<file path="config.mk">
export PLATFORM = sky130hd
export DESIGN_NAME = rom_fetch_unit
export DESIGN_NICKNAME = d
export VERILOG_FILES = /design/src/rtl/rom_fetch_unit.sv
export SDC_FILE = /design/constraint.sdc
export NUM_CORES = 1
export LEC_CHECK = 0
export CAP_MARGIN = 15
export CORE_MARGIN = 1
export CORE_UTILIZATION = 30
export CTS_CLUSTER_SIZE = 16
export DETAILED_ROUTE_END_ITERATION = 7
export PLACE_DENSITY_LB_ADDON = 0.2
export REMOVE_ABC_BUFFERS = 1
export SYNTH_ARGS = -nofsm -noshare
export SYNTH_HDL_FRONTEND = slang
export SYNTH_SLANG_ARGS = --single-unit
</file>
<file path="constraint.sdc">
create_clock -name CLK -period 3.1 [get_ports CLK]
set_input_delay 0.62 -clock CLK [delete_from_list [all_inputs] [get_ports CLK]]
set_output_delay 0.62 -clock CLK [all_outputs]
set_load 0.005 [all_outputs]
</file>
<file path="src/rtl/rom_fetch_unit.sv">
// Prefetching initiator for a synchronous ROM: issues sequential reads, absorbs the
// one-cycle read latency and streams address-tagged bytes through a small FIFO.
module rom_fetch_unit #(
   parameter int                    ADDR_WIDTH = 8,
   parameter int                    DATA_WIDTH = 8,
   parameter int                    FIFO_DEPTH = 4,
   parameter logic [ADDR_WIDTH-1:0] RESET_ADDR = '0
) (
   input  logic                          CLK,
   input  logic                          RESET,
   output logic [ADDR_WIDTH-1:0]         ROM_ADDR,
   input  logic [DATA_WIDTH-1:0]         ROM_DATA,
   input  logic                          JUMP_EN,
   input  logic [ADDR_WIDTH-1:0]         JUMP_ADDR,
   output logic [DATA_WIDTH-1:0]         INSTR_DATA,
   output logic [ADDR_WIDTH-1:0]         INSTR_ADDR,
   output logic                          INSTR_VALID,
   input  logic                          INSTR_READY,
   output logic [$clog2(FIFO_DEPTH):0]   FIFO_LEVEL
);

   localparam int PW = $clog2(FIFO_DEPTH);
   localparam int LW = PW + 1;

   logic [ADDR_WIDTH-1:0] fetch_ptr_q, fetch_ptr_d;
   logic                  inflight_q, inflight_d;
   logic [ADDR_WIDTH-1:0] inflight_addr_q, inflight_addr_d;
   logic [PW-1:0]         wr_ptr_q, wr_ptr_d;
   logic [PW-1:0]         rd_ptr_q, rd_ptr_d;
   logic [LW-1:0]         level_q, level_d;

   logic [DATA_WIDTH-1:0] fifo_data_q [FIFO_DEPTH];
   logic [ADDR_WIDTH-1:0] fifo_addr_q [FIFO_DEPTH];

   logic                  issue;
   logic                  push;
   logic                  pop;
   logic [LW:0]           occupancy;

   // Credits count the pending ROM read as occupied so the FIFO can never overflow.
   assign occupancy = {1'b0, level_q} + {{LW{1'b0}}, inflight_q};
   assign issue     = !JUMP_EN && (occupancy < (LW+1)'(FIFO_DEPTH));
   assign push      = inflight_q && !JUMP_EN;
   assign pop       = (level_q != '0) && INSTR_READY && !JUMP_EN;

   always_comb begin
      fetch_ptr_d     = fetch_ptr_q;
      inflight_d      = 1'b0;
      inflight_addr_d = inflight_addr_q;
      wr_ptr_d        = wr_ptr_q;
      rd_ptr_d        = rd_ptr_q;
      level_d         = level_q;

      if (JUMP_EN) begin
         fetch_ptr_d = JUMP_ADDR;
         wr_ptr_d    = '0;
         rd_ptr_d    = '0;
         level_d     = '0;
      end else begin
         if (issue) begin
            fetch_ptr_d     = fetch_ptr_q + ADDR_WIDTH'(1);
            inflight_d      = 1'b1;
            inflight_addr_d = fetch_ptr_q;
         end
         if (push) begin
            wr_ptr_d = wr_ptr_q + PW'(1);
         end
         if (pop) begin
            rd_ptr_d = rd_ptr_q + PW'(1);
         end
         case ({push, pop})
            2'b10:   level_d = level_q + LW'(1);
            2'b01:   level_d = level_q - LW'(1);
            default: level_d = level_q;
         endcase
      end
   end

   always_ff @(posedge CLK) begin
      if (RESET) begin
         fetch_ptr_q     <= RESET_ADDR;
         inflight_q      <= 1'b0;
         inflight_addr_q <= '0;
         wr_ptr_q        <= '0;
         rd_ptr_q        <= '0;
         level_q         <= '0;
      end else begin
         fetch_ptr_q     <= fetch_ptr_d;
         inflight_q      <= inflight_d;
         inflight_addr_q <= inflight_addr_d;
         wr_ptr_q        <= wr_ptr_d;
         rd_ptr_q        <= rd_ptr_d;
         level_q         <= level_d;
      end
   end

   // Storage needs no reset: an entry is only visible once its level slot is counted.
   always_ff @(posedge CLK) begin
      if (push && !RESET) begin
         fifo_data_q[wr_ptr_q] <= ROM_DATA;
         fifo_addr_q[wr_ptr_q] <= inflight_addr_q;
      end
   end

   assign ROM_ADDR    = fetch_ptr_q;
   assign INSTR_VALID = (level_q != '0);
   assign INSTR_DATA  = INSTR_VALID ? fifo_data_q[rd_ptr_q] : '0;
   assign INSTR_ADDR  = INSTR_VALID ? fifo_addr_q[rd_ptr_q] : '0;
   assign FIFO_LEVEL  = level_q;

   always_ff @(posedge CLK) begin
      if (!RESET) begin
         assert (!(push && !pop && level_q == LW'(FIFO_DEPTH)));
         assert (!(pop && level_q == '0));
         assert (level_q <= LW'(FIFO_DEPTH));
      end
   end

endmodule
</file>
# Word level (Yosys, flattened, before mapping)
# Memory sizes are Yosys's and may differ from the RTL's. A register that Yosys moved wholly into a read port is not among the register bits.
# Index checks and enable logic that the tools add are counted.
# op_classes
reduce_logical	12
muxes	12
eq_ne	2
bitwise_logic	1
order_cmp	1
add_sub_neg	6
# op_table
operator	count
$mux W8	4
$add A8 B1 Y8 const B	1
$mux W2	4
$pmux W3 S2	1
$logic_and A1 B1 Y1	5
$add A2 B1 Y2 const B	2
$add A3 B1 Y4	1
$lt A4 B3 Y1 const B	1
$reduce_bool A2 Y1	2
$add A3 B1 Y3 const B	1
$mux W1	3
$reduce_bool A3 Y1	1
$sub A3 B1 Y3 const B	1
$eq A2 B1 Y1 const B	1
$eq A2 B2 Y1 const B	1
$logic_not A1 Y1	2
$reduce_and A2 Y1	1
$reduce_or A2 Y1	1
$not A1 Y1	1
# totals
out_inout_bits	28
mem_bits_rw	64
n_memories	2
register_bits	24
# mem_list
name	words	word_bits	read_ports	rd_clocked_by_memory_dff	wr	line	source
fifo_addr_q	4	8	1	1	1	33	logic [ADDR_WIDTH-1:0] fifo_addr_q [FIFO_DEPTH];
fifo_data_q	4	8	1	1	1	32	logic [DATA_WIDTH-1:0] fifo_data_q [FIFO_DEPTH];

# Logic depth before layout (Yosys ltp)
# logic_depth
word_depth	5
depth_mapped	10
mapped_depth_nobuf	8

# Worst setup path before layout
# OpenSTA, ideal clock, no wires.
# synth_path
kind	input-to-reg
from	input port JUMP_EN
to	register level_q[2] (netlist: FIFO_LEVEL[2])
slack_ns	0.657
required_ns	3.030
arrival_time_ns	2.373
path_stages	10
path_buffers	2
cell_sequence	clkbuf_1 > inv_1 > clkbuf_1 > nand2_1 > ha_1 > inv_1 > fa_1 > xor2_1 > or3_1 > a21oi_1
# synth_via
elab_chain_len	4
# synth_lines
item	line	source
start, declared	13	input logic JUMP_EN,
$logic_not A1 Y1	43, 44	
$logic_and A1 B1 Y1, on equally long branches	44, 43	
$eq A2 B1 Y1 or $eq A2 B2 Y1 (tied branches)	71	case ({push, pop})
$pmux W3 S2 or $reduce_bool A2 Y1 (tied branches)	n/a	
end signal, assigned	93	level_q <= level_d;
end, declared	30	logic [LW-1:0] level_q, level_d;
# Parallel ways exist; a longest one is shown, timed or not.
# A chain may end at the register's enable or synchronous reset.

==> summary.txt <==
Global route
  – Antenna violations before repair: 0
  – Grt total ovfl: 0
  – Vias in the first global route: 2052
  – Largest net degree at the start of global routing: 20
  – First-pass GRT wire length: approximately 11000 um
  – Total track usage: 0.115

Floorplan
  – DIE AREA: about 13000 um^2
  – I/O pin cnt: 48
  – Core area: 11700 um^2
  – Die X: 112 um
  – Row Count: 39
  – Chip height: 112 um
  – Starting density of the core: 0.314

Routing
  – Vias after detailed routing: around 2200
  – Antenna Nets Post-Route: 0
  – WL final: 6750 um
  – Vias/cell: 4.75
  – WL/cell: roughly 15 um
  – # DRC: 0
  – 1st-pass router iterations: 4
  – Number of DRC markers in iteration 0: 94

Critical path
  – Startpoint types: flop
  – Crit Path Category: reg2out
  – Worst Path Max Fanout: 16
  – Worst path max stage delay: between 500 and 600 ps
  – Worst Path Required: ~2500 ps
  – Worst path cell trace: buf_4, mux4_2, nor2b_1, clkdlybuf4s50_1
  – CP Capture Type: output port
  – Critical path's slowest cell: mux4_2
  – WP data arrival: between 2000 and 2500 ps

CTS
  – CTS tree: done
  – H-tree levels: 3
  – CTS clk-pin slew, worst paths: 70 ps
  – Post CTS Setup Buffer Count: 0
  – Clk_lat worst skew: 330 ps
  – Post_cts resized: 0
  – Num CTS Buffers: 9
  – Max Root-Sink Buffers: 2
  – Clock sink total: 90
  – Post-CTS Hold Buffers: 0
  – CTS root buf: clkbuf_16

Outcome
  – Status: completed

Finish
  – Area of the multi-input gates: 1110 um^2
  – Inserted Diodes: 0
  – Final std cells w/o fill: 453
  – Share of layout cells above drive strength 1: 0.139
  – # fillers: 1106
  – Nets: 332
  – Synth-to-Final Area Change: 25.5%
  – Register Area: 2440 um^2

Synthesis
  – Prevailing post-synth register cell: edfxtp_1
  – #FFs+latches synth: 90
  – Post-synthesis async set-or-reset flop share: 0
  – Synth cell count leaders: 64 x edfxtp_1, 26 x dfxtp_1, 19 x nand2_1
  – Top cell type's share of synthesized area: 0.525
  – Post-synthesis cell count: 252
  – Yosys warnings: 0
  – Cell area after synthesis: 3660 um^2
  – Area leader, netlist: edfxtp_1
  – Synth top area cells: edfxtp_1 52%, dfxtp_1 14%, mux4_2 9.8%
  – Top-count cell post-synth: edfxtp_1
  – Syn Area/Cell: 14.5 um^2
  – Post-synth EDFFs: 64
  – Synth cell types: 35
  – Post-synthesis sequential area ratio: 0.667

STA
  – Final Hold Vio Count: 0
  – Fmax achieved: 366 MHz
  – Unrepaired setup endpoints after global routing: false
  – Final Max Tran Viols: 0
  – Final min period: 2740 ps
  – Setup tns final: 0 ps
  – Skew final: about 8.5 ps
  – Final setup fails: 0
  – Fin crit share: 0.882
  – Hold Slack: 499 ps
  – Slew headroom: 0.706
  – Worst-margin pin slew: 435 ps

Placed design
  – Placed insts: 437
  – DP Wirelength: around 4300 um
  – IO Port Bufs: 47
  – GPL Wtd Cong: 0.762

Power
  – Total power: 2.42 mW
  – PD cells: around 530 nW/um^2
  – Peak VDD IR: about 270 uV
  – Leak Pwr: around 1.5 nW

Job
  – MaxCap Viol Count: 0

Hold path
  – HP Class: reg2reg
-- power breakdown --
group	total [mW]	leakage, nW	switching, mW	internal (mW)
clock network	0.975	0.119	0.432	0.543
registers	1.33	0.816	0.0231	1.30
logic	0.118	0.564	0.0499	0.0685
total	2.42	1.50	0.505	1.91
-- layer usage --
metal | wire length [um] | global-route usage
met1 | 3050 | 0.143
met2 | 3230 | 0.186
met3 | 368 | 0.0389
met4 | 90 | 0.0427
met5 | 0 | 0
-- placed cells by master (no fill, tap or decap), types with 5 or more instances in the layout --
| cell type | synthesis | final |
|---|---|---|
| a311oi_1 | 5 | 5 |
| clkdlybuf4s50_1 | 0 | 47 |
| nor2b_1 | 17 | 17 |
| inv_1 | 10 | 10 |
| buf_4 | 0 | 11 |
| edfxtp_1 | 64 | 64 |
| ha_1 | 6 | 6 |
| mux4_2 | 16 | 16 |
| clkbuf_16 | 0 | 9 |
| nor2_1 | 17 | 17 |
| nand2_1 | 19 | 19 |
| and3_1 | 5 | 5 |
| dfxtp_1 | 26 | 26 |
| a21oi_1 | 11 | 11 |
-- worst max-delay path, delay by kind of cell, from the launching register on --
family        cells  cell delay (ps)
flops             1              310
mux               1              530
buf+inv           2              780
simple gates      1              160
-- flip-flops by register name, indices dropped and copies added, names as in the netlist, named ones only --
signal,count
fifo_addr_q,32
fifo_data_q,32
ROM_ADDR,8
inflight_addr_q,8
FIFO_LEVEL,3
rd_ptr_q,2
wr_ptr_q,2
inflight_q,1
-- through the flow --
step / area [um^2] / worst slack [ps] / util
finish: 4590 / 364 / 0.394
global route: 4590 / 224 / 0.394
CTS: 4590 / 308 / 0.394
detailed placement: 4320 / 488 / 0.371
global placement: 4320 / 558 / 0.371
floorplan: 3590 / 895 / -
-- area by class of cell --
cell class	instances	share of cell area
inverter	10	0.00817
clock inverter	6	0.00926
timing repair buffer	58	0.120
clock buffer	10	0.0498
sequential	90	0.532
multi-input combinational	136	0.242
tap	143	0.0389
-- cell families (layout without fill, tap and decap cells) --
kind of cell / Yosys count / after routing / synth area share
flip-flops: 90 / 90 / 0.667
AND/OR/NAND/NOR: 74 / 74 / 0.101
AO/OA/AOI/OAI: 32 / 32 / 0.0595
buffers and inverters: 26 / 84 / 0.0308
multiplexers: 17 / 17 / 0.101
adder cells (fa/ha/maj): 7 / 7 / 0.0260
XOR/XNOR: 6 / 6 / 0.0144
-- path summary, 6_finish.rpt --
| kind | startpoint | end | slack (ps) | cells after the start |
|---|---|---|---|---|
| worst max register to register | FIFO_LEVEL[0] | FIFO_LEVEL[2] | 980 | 8 |
| worst max-delay path | flop | INSTR_ADDR[2] | 360 | 4 |
| worst min-delay path | inflight_addr_q[2] | inflight_addr_q[2] | 500 | 2 |
| worst min register to register | inflight_addr_q[2] | inflight_addr_q[2] | 500 | 2 |
Note: power is estimated with default switching activity, not from simulation.
